===== config.mk =====
export PLATFORM = sky130hd
export DESIGN_NAME = fetch_queue
export DESIGN_NICKNAME = d
export VERILOG_FILES = /design/src/rtl/fetch_queue.sv
export SDC_FILE = /design/constraint.sdc
export NUM_CORES = 1
export LEC_CHECK = 0
export CAP_MARGIN = 30
export CORE_ASPECT_RATIO = 1.75
export CORE_MARGIN = 2
export CORE_UTILIZATION = 50
export DETAILED_ROUTE_END_ITERATION = 8
export GPL_TIMING_DRIVEN = 0
export PLACE_DENSITY_LB_ADDON = 0.2
export SKIP_CTS_REPAIR_TIMING = 1
export SYNTH_ARGS = -nofsm -noshare
export SYNTH_HDL_FRONTEND = slang
export SYNTH_SLANG_ARGS = --single-unit

===== constraint.sdc =====
create_clock -name Clk -period 4.34 [get_ports Clk]
set_input_delay 0.868 -clock Clk [delete_from_list [all_inputs] [get_ports Clk]]
set_output_delay 0.868 -clock Clk [all_outputs]
set_load 0.02 [all_outputs]

===== src/rtl/fetch_queue.sv =====
// Instruction fetch queue: a DEPTH-entry FIFO of {pc, instr} between fetch and decode.
// Optional same-cycle empty-queue bypass is enabled by defining FETCH_QUEUE_BYPASS_EN.
module fetch_queue #(
  parameter int DEPTH = 4
) (
  input  logic                       Clk,
  input  logic                       Reset,
  input  logic                       in_valid,
  input  logic [31:0]                in_pc,
  input  logic [31:0]                in_instr,
  output logic                       in_ready,
  output logic                       out_valid,
  output logic [31:0]                out_pc,
  output logic [31:0]                out_instr,
  input  logic                       out_ready,
  input  logic                       Flush,
  output logic [$clog2(DEPTH):0]     count
);

  localparam int AW = $clog2(DEPTH);
  localparam int CW = AW + 1;
  localparam logic [31:0] NOP = 32'h0000_0013;

  // Handshake: a beat transfers on a rising edge when valid && ready are both high
  // and Flush is low; valid never depends on ready, and in_ready comes from registered count only.

  logic [31:0]   pc_mem    [DEPTH];
  logic [31:0]   instr_mem [DEPTH];
  logic [AW-1:0] head;
  logic [AW-1:0] tail;
  logic [CW-1:0] count_q;
  logic          empty;
  logic          full;
  logic          bypass;
  logic          push;
  logic          pop;

  assign empty    = (count_q == '0);
  assign full     = (count_q == CW'(DEPTH));
  assign in_ready = !full;
  assign count    = count_q;

`ifdef FETCH_QUEUE_BYPASS_EN
  assign bypass = empty && in_valid && !Flush;
`else
  assign bypass = 1'b0;
`endif

  // A bypassed beat that decode takes this cycle is never stored.
  assign push = in_valid && in_ready && !Flush && !(bypass && out_ready);
  assign pop  = !empty && out_ready && !Flush;

  always_comb begin
    out_valid = 1'b0;
    out_pc    = 32'h0;
    out_instr = NOP;
    if (!empty) begin
      out_valid = 1'b1;
      out_pc    = pc_mem[head];
      out_instr = instr_mem[head];
    end else if (bypass) begin
      out_valid = 1'b1;
      out_pc    = in_pc;
      out_instr = in_instr;
    end
  end

  always_ff @(posedge Clk) begin
    if (push) begin
      pc_mem[tail]    <= in_pc;
      instr_mem[tail] <= in_instr;
    end
  end

  // DEPTH is a power of two, so the pointers wrap naturally at DEPTH-1.
  always_ff @(posedge Clk) begin
    if (Reset || Flush) begin
      head    <= '0;
      tail    <= '0;
      count_q <= '0;
    end else begin
      if (push) tail <= tail + 1'b1;
      if (pop)  head <= head + 1'b1;
      case ({push, pop})
        2'b10:   count_q <= count_q + 1'b1;
        2'b01:   count_q <= count_q - 1'b1;
        default: count_q <= count_q;
      endcase
    end
  end

endmodule

======== Yosys cells after proc, flatten, opt, wreduce, memory -nomap -nowiden ========
Memory sizes are Yosys's and may differ from the RTL's. A register that Yosys moved wholly into a read port is not among the register bits.
Index checks and enable logic that the tools add are counted.
word-level totals
  bits in registers ....................... 7
  memory bits (writable) .................. 256
  bits of input ports ..................... 69
  output and inout port bits .............. 69
  logic and storage cells ................. 32
  memories ................................ 2
memory list
  memory     depth  width  read ports  clocked after Yosys merged registers in  wr ports  line  text
  instr_mem  4      32     1           1                                        1         28    logic [31:0] instr_mem [DEPTH];
  pc_mem     4      32     1           1                                        1         27    logic [31:0] pc_mem [DEPTH];
cells by class
  add/sub/neg operators ................... 4
  equal/unequal tests ..................... 3
  multiplexer cells ....................... 10
  reductions and logical operators ........ 10
operators by type and width
  operator               count
  $mux W32               2
  $mux W2                4
  $pmux W3 S2            1
  $add A2 B1 Y2 const B  2
  $logic_and A1 B1 Y1    4
  $add A3 B1 Y3 const B  1
  $eq A3 B3 Y1 const B   1
  $logic_not A1 Y1       3
  $logic_not A3 Y1       1
  $mux W1                3
  $sub A3 B1 Y3 const B  1
  $eq A2 B1 Y1 const B   1
  $eq A2 B2 Y1 const B   1
  $reduce_bool A2 Y1     1
  $logic_or A1 B1 Y1     1

======== Depth between registers and ports, before layout ========
Gate-level depths: netlist of the first run.
  depth after elaboration ................. 6
  mapped depth ............................ 10
  mapped depth without buffers ............ 9

======== Least setup slack after synthesis of the first run ========
No wires, ideal clock.
  path type ............................... input-to-reg
  start ................................... input port in_valid
  end ..................................... memory instr_mem[0][0], enable pin
  library setup time ...................... 429 ps
  arrival ................................. 2781 ps
  required time ........................... 3911 ps
  setup slack ............................. 1130 ps
  stages on the path ...................... 2
  buffers on the path ..................... 0
  cell sequence ........................... nor2b_1 and3_1
between the ends
  longest elaborated chain between the ends .. 4
RTL lines
  element                           line  text
  start: declaration                8     input logic in_valid,
  $logic_and A1 B1 Y1 (2 in a row)  50    assign push = in_valid && in_ready && !Flush && !(bypass && out_ready);
  $mux W1                           69    if (push) begin
  $mux W1 (not written as such)     71    instr_mem[tail] <= in_instr;
  end: declaration                  28
No other way between the ends.

======== Final worst setup path of the first run ========
  start ................................... register count_q[1], in the netlist count[1]
  end ..................................... output port out_instr[28]
between the ends
  longest elaborated chain between the ends .. 2
RTL lines
  element                   line  text
  start: declaration        31    logic [CW-1:0] count_q;
  start signal: assignment  85    2'b10: count_q <= count_q + 1'b1;
  start signal: assignment  86    2'b01: count_q <= count_q - 1'b1;
  start signal: assignment  87    default: count_q <= count_q;
  $logic_not A3 Y1          38    assign empty = (count_q == '0);
  $mux W32                  57    if (!empty) begin
  end: declaration          14    output logic [31:0] out_instr,
No other way between the ends.

==> results by group, run 1 <==
Status
  – Status: completed

Yosys
  – Synth Area in XOR/XNOR: 0.257%
  – Top_reg_cell synth: edfxtp_1
  – Number of flops mapped to enable cells by yosys: 256
  – Yosys warnings: 0
  – Post-synthesis sequential area ratio: 76.9%
  – Top-count cell post-synth: edfxtp_1
  – Largest cells by area after synthesis: edfxtp_1 75%, mux4_2 14%, and2_1 3.7%, dfxtp_1 1.8%, buf_12 1.2%
  – Syn_nets: 536
  – Dominant cell type by area after synthesis: edfxtp_1
  – Largest family of logic cells by synthesized area: multiplexers
  – Mapped Area: 10200 um2
  – Async set-reset flop share out of synthesis: 0%
  – Adder-Cell Fraction of Synth Area: 0.808%
  – Synth Area in Compound Gates: 0.563%
  – Simple-Gate Fraction of Synth Area: 5.08%
  – Mux share of post-synthesis cell area: 14.1%
  – Mapped Cells: 461
  – Commonest cells in the netlist: 256 x edfxtp_1, 64 x mux4_2, 61 x and2_1
  – Yosys cell types: 30
  – Mapped Avg Cell Area: 22.2 um2
  – Yosys top cell area share: 75.2%
  – Seq cells post-synth: 265

Cells and area
  – Antenna diode count: 0
  – Layout area overhead: 25.2%
  – Final Cell Area: 12800 um2
  – Final #Nets: 702
  – Share of layout cells above drive strength 1: 19.1%
  – # fillers: 1414

Die
  – Die Y: 193 um
  – I/O Pins: 138
  – Starting Density: 50.6%
  – Core ar.: 20200 um2
  – Die W: 112 um
  – Die ar.: 21700 um2
  – # rows: 69

Timing
  – Clk_skew: 15.5 ps
  – RSZ-0062 raised after global routing: no
  – Final Hold Vio Count: 0
  – Tcrit/Tclk final: 81.6%
  – Slew @ Worst Pin: 541 ps
  – Achievable Freq: 0.282 GHz
  – Smallest hold slack: 527 ps
  – Final setup viols: 0
  – Slew margin rel.: 63.9%
  – Setup TNS: 0 ps
  – Minimum clock period: 3540 ps
  – Final WS setup: 798 ps
  – Slew Viols, Final: 0

Placement
  – Placed Area: 12000 um2
  – GPL Wtd Cong: 0.694
  – PortBufs: 137
  – Place WS: 1190 ps
  – Hpwl dp: 12.1 mm

Clock tree
  – Clock Sink Count: 265
  – Max clock buf depth: 3
  – Clock slew at reported path FFs: 70 ps
  – CTS tree: done
  – Clk Latency, worst-skew pair: 510 ps
  – H-tree depth: 1
  – CTS Buf Count: 23
  – Clock Tree Root: clkbuf_16

Critical path
  – Reg2reg start: count[2]$_SDFFE_PP0P_
  – Worst Path Arrival: 2670 ps
  – Setup crit start kind: flop
  – Worst R2R Path Depth: 10
  – CP required: 3470 ps
  – Reg2reg setup slack: 1890 ps
  – Worst Setup SP: count[1]$_SDFFE_PP0P_
  – Critical Setup Path Class: flop to output port
  – Reg-to-Reg End: count[2]$_SDFFE_PP0P_
  – Setup crit end kind: output port
  – Crit Path Max Fanout: 10

Global routing
  – Gr ovfl total: 0
  – GR Util All Layers: 17.8%
  – Antenna violations before repair: 0
  – Largest net degree at the start of global routing: 45
  – Vias in the first global route: 5433
  – Global-route wire length before repair: 29.7 mm

Min path
  – Hold Path Class: flop to flop
  – Hold Startpoint: head[1]$_SDFFE_PP0P_
  – Hold depth: 2

Pwr
  – Total Power: 5.18 mW
  – Max VDD drop: 350 uV
  – Pwr Density: 405 nW/um2
  – Leakage: 4.05 nW

Job
  – Max-cap violation count: 0

Route
  – Final wirelength: 19.0 mm
  – Initial detailed-routing violation count: 236
  – Via-to-Cell Ratio: 5.51
  – Wire per inst: 21.4 um
  – First-pass DRT Iterations: 4
  – Routed Antenna Nets: 0
  – Routed vias: 4908
  – # DRC: 0
[flip-flops by register name, summed over array words and instances (netlist names), named ones only]
| name | count |
|---|---|
| instr_mem | 128 |
| pc_mem | 128 |
| count | 3 |
| head | 2 |
| tail | 2 |
[cell type report]
cell class / count / area (um2) / share of cell area, %
clock buffer: 27 / 591 / 4.61
tap: 248 / 310 / 2.42
clock inverter: 14 / 170 / 1.33
timing repair buffer: 141 / 1480 / 11.6
buffer: 22 / 204 / 1.59
sequential: 265 / 7870 / 61.5
inverter: 7 / 26.3 / 0.205
multi-input combinational: 167 / 2150 / 16.8
[layer usage]
layer,share of wire [%],GRT usage [%]
met2,56,33.7
met5,0,0
met4,2.0,4.88
met1,37,21.2
met3,4.9,2.81
[worst max-delay path by stage]
stage	to	slack (ps)	cells after the start
after floorplan	instr_mem[0][0]$_DFFE_PP_	1130	2
after global placement	instr_mem[0][5]$_DFFE_PP_	-590	3
after detailed placement	count[2]$_SDFFE_PP0P_	1190	10
after CTS	out_instr[28]	740	5
after global routing	out_instr[28]	570	5
final	out_instr[28]	800	5
[layout by cell type, fill, tap and decap left out, drive strengths merged, types with 4 or more instances in the layout]
cell type	count
buf	18
mux4	64
clkbuf	35
ha	5
clkdlybuf4s50	137
inv	8
or2	4
clkinv	8
nor2	7
a21oi	4
and2	62
dfxtp	9
edfxtp	256
and3	4
bufinv	4
[power by group]
part | total [mW] | switching (mW) | internal [mW]
combinational | 0.258 | 0.119 | 0.139
sequential | 2.85 | 0.00910 | 2.84
clock | 2.07 | 0.859 | 1.21
[metrics by stage]
step           utilization [%]  instances
6_report                  63.3        891
5_1_grt                   63.3        891
4_1_cts                   63.3        891
3_5_place_dp              59.6        850
3_3_place_gp              58.9        846
2_1_floorplan                -        461
[worst max-delay path: stages (launching register included)]
cell and delay [ps]:
dfxtp_1 360, nor3_2 400, inv_1 310, clkbuf_1 310, and2_1 240, clkdlybuf4s50_1 550
[logic make-up after synthesis]
logic type,after synthesis
DFF,265
AOI/OAI and AO/OA,9
muxes,64
and+or+nand+nor,85
xor gates and xnor gates,3
adders and majority gates,6
buffers and inverters,29
Power figures use the tool's default switching activity.
==> run 2, diff against run 1 <==
--- a/config.mk
+++ b/config.mk
@@ -8,7 +8,7 @@
 export CAP_MARGIN = 30
 export CORE_ASPECT_RATIO = 1.75
 export CORE_MARGIN = 2
-export CORE_UTILIZATION = 50
+export CORE_UTILIZATION = 49
 export DETAILED_ROUTE_END_ITERATION = 8
 export GPL_TIMING_DRIVEN = 0
 export PLACE_DENSITY_LB_ADDON = 0.2
==> constraint.sdc (replaced) <==
create_clock -name Clk -period 3.2 [get_ports Clk]
set_input_delay 0.64 -clock Clk [delete_from_list [all_inputs] [get_ports Clk]]
set_output_delay 0.64 -clock Clk [all_outputs]
set_load 0.02 [all_outputs]
==> run 2 against run 1 <==
- the run now ends with design-rule violations left
- hold slack got worse by 6.4 ps
- global-route usage shrank 0.33 points
- first-iteration DRC count grew 11%
- sequential cell count stayed put
- via count down 1.5%
- combinational power is 36% higher
- die area is 2.0% higher
- sequential power grew 36%
- total power rose by 34%
- setup slack got worse by 700 ps
- clock skew is 5.0 ps lower
==> results by group, run 2 (synthesized netlist as in run 1, its figures left out) <==
Die
  – Die Y: 195 um
  – Die ar.: 22100 um2
  – Core ar.: 20400 um2
  – Die W: 113 um
  – # rows: 69
  – I/O Pins: 138
  – Starting Density: 50.2%

Cells and area
  – Layout area overhead: 25.7%
  – Final #Nets: 704
  – Multi-input gate area: 2150 um2
  – Commonest non-fill, non-tap cell in the layout: edfxtp_1
  – Final Util: 63.1%
  – FF/Latch Area: 7870 um2
  – Most frequent cells in the layout: 256 x edfxtp_1, 126 x clkdlybuf4s50_1, 64 x mux4_2, 61 x and2_1, 23 x clkbuf_16
  – # fillers: 1453
  – Share of layout cells above drive strength 1: 20.5%

Timing
  – Final Hold Vio Count: 0
  – Clk_skew: 10.5 ps
  – Achievable Freq: 0.322 GHz
  – Setup TNS: 0 ps
  – Smallest hold slack: 520 ps
  – Slew Viols, Final: 0
  – Final setup viols: 0
  – Slew margin rel.: 64.4%
  – Slew @ Worst Pin: 533 ps
  – Minimum clock period: 3100 ps
  – Tcrit/Tclk final: 97.0%
  – Final WS setup: 97.3 ps

Route
  – Via-to-Cell Ratio: 5.41
  – Wire length on met2: 10.6 mm
  – # DRC: 8
  – Metal3 WL: 926 um
  – Routed Antenna Nets: 0
  – Wire length on met1: 7.28 mm
  – Top sig layer: met4
  – Final wirelength: 19.1 mm
  – Routed vias: 4835
  – First-pass DRT Iterations: 6
  – Initial detailed-routing violation count: 263
  – Wire per inst: 21.4 um

Pwr
  – Psw: 1.34 mW
  – Leakage: 4.26 nW
  – Combinational group share of total power: 5.1%
  – Int Pwr: 5.60 mW
  – Sw frac: 19.3%
  – Clk network pwr share: 39.2%
  – Total Power: 6.94 mW
  – Max VDD drop: 388 uV
  – Pwr Density: 540 nW/um2
  – Sequential share of power: 55.7%

Min path
  – Hold Startpoint: head[1]$_SDFFE_PP0P_
  – Hold depth: 2
  – Hold Path Class: flop to flop
  – WHS Endpoint: head[1]$_SDFFE_PP0P_

Critical path
  – Slowest cell on crit path: clkdlybuf4s50_1
  – Crit-path max cell delay: 540 ps
  – Critical Setup Path Class: flop to output port
  – Reg2reg start: count[2]$_SDFFE_PP0P_
  – CP Cell Sequence: nor3_4 -> clkinvlp_4 -> buf_4 -> clkbuf_2 -> and2_1 -> clkdlybuf4s50_1
  – Worst R2R Path Depth: 10
  – Reg2reg setup slack: 630 ps
  – Worst Path Arrival: 2460 ps
  – Setup crit end kind: output port
  – Reg-to-Reg End: count[2]$_SDFFE_PP0P_
  – Setup crit start kind: flop
  – CP required: 2560 ps
  – Crit Path Max Fanout: 10

Placement
  – GPL Wtd Cong: 0.673
  – PortBufs: 137
  – Place WS: 236 ps
  – Hpwl dp: 12.1 mm

Clock tree
  – Clock Tree Root: clkbuf_16
  – CTS tree: done
  – CTS Buf Count: 23
  – H-tree depth: 1
  – Clock slew at reported path FFs: 70 ps
  – Clk Latency, worst-skew pair: 500 ps
  – Max clock buf depth: 3
  – Clock Sink Count: 265

Status
  – Violated checks: design-rule violations
  – Status: finished, violations left

Global routing
  – Vias in the first global route: 5453
  – GR Util All Layers: 17.5%
  – Largest net degree at the start of global routing: 48
  – Gr ovfl total: 0
  – Antenna violations before repair: 1
  – Global-route wire length before repair: 29.9 mm

Job
  – Max-cap violation count: 0
[run 2: cell count changes in the layout (fill, tap and decap cells not counted), moves of 2 or more]
cell / previous run / this run
buf_2: 6 / 2
buf_4: 0 / 2
bufinv_16: 4 / 2
clkbuf_1: 11 / 6
clkbuf_2: 1 / 5
clkbuf_4: 0 / 6
clkbuf_8: 0 / 3
clkdlybuf4s50_1: 137 / 126
clkinv_2: 3 / 1
clkinvlp_4: 1 / 3
dlymetal6s2s_1: 0 / 11
[run 2: worst max path at each step]
stage	from	endpoint	cells past startpoint
final	count[2]$_SDFFE_PP0P_	out_pc[1]	6
after global placement	Flush	pc_mem[0][28]$_DFFE_PP_	3
after floorplan	in_valid	instr_mem[0][0]$_DFFE_PP_	2
after global routing	count[0]$_SDFFE_PP0P_	out_pc[7]	6
after detailed placement	Flush	count[2]$_SDFFE_PP0P_	10
after CTS	count[0]$_SDFFE_PP0P_	out_pc[29]	5
[run 2: cell type report]
type / instances / area share, %
repair buffers: 143 / 11.8
clock inverters: 10 / 0.808
diodes: 1 / 0.0195
inverters: 7 / 0.234
well taps: 248 / 2.41
multi-input cells: 167 / 16.8
plain buffers: 22 / 1.79
flip-flops and latches: 265 / 61.2
clock buffers: 31 / 4.95
[run 2: per-stage QoR]
step                      instances  cell area (um2)
final                           894            12800
after global routing            894            12800
after CTS                       891            12800
after detailed placement        850            12000
after global placement          846            11900
after floorplan                 461            10200
[run 2: power by group through the flow]
stage | Clock (mW) | Combinational (mW) | Sequential [mW]
after floorplan | 0 | 0.144 | 3.94
after global placement | 0 | 0.336 | 3.94
final | 2.72 | 0.352 | 3.87
after CTS | 2.78 | 0.356 | 3.87
after global routing | 2.91 | 0.378 | 3.87
after detailed placement | 0 | 0.355 | 3.94
[run 2: routing by layer]
layer | up-vias | GRT usage, %
met5 | - | 0
met4 | 0 | 4.38
met3 | 20 | 3.13
met2 | 102 | 32.7
met1 | 2504 | 20.7
li1 | 2209 | -
[run 2: worst max-delay path, delay by kind of cell, from the launching register on]
family / cells / cell delay [ps]
buf+inv: 4 / 1060
simple gates: 2 / 520
flops: 1 / 380
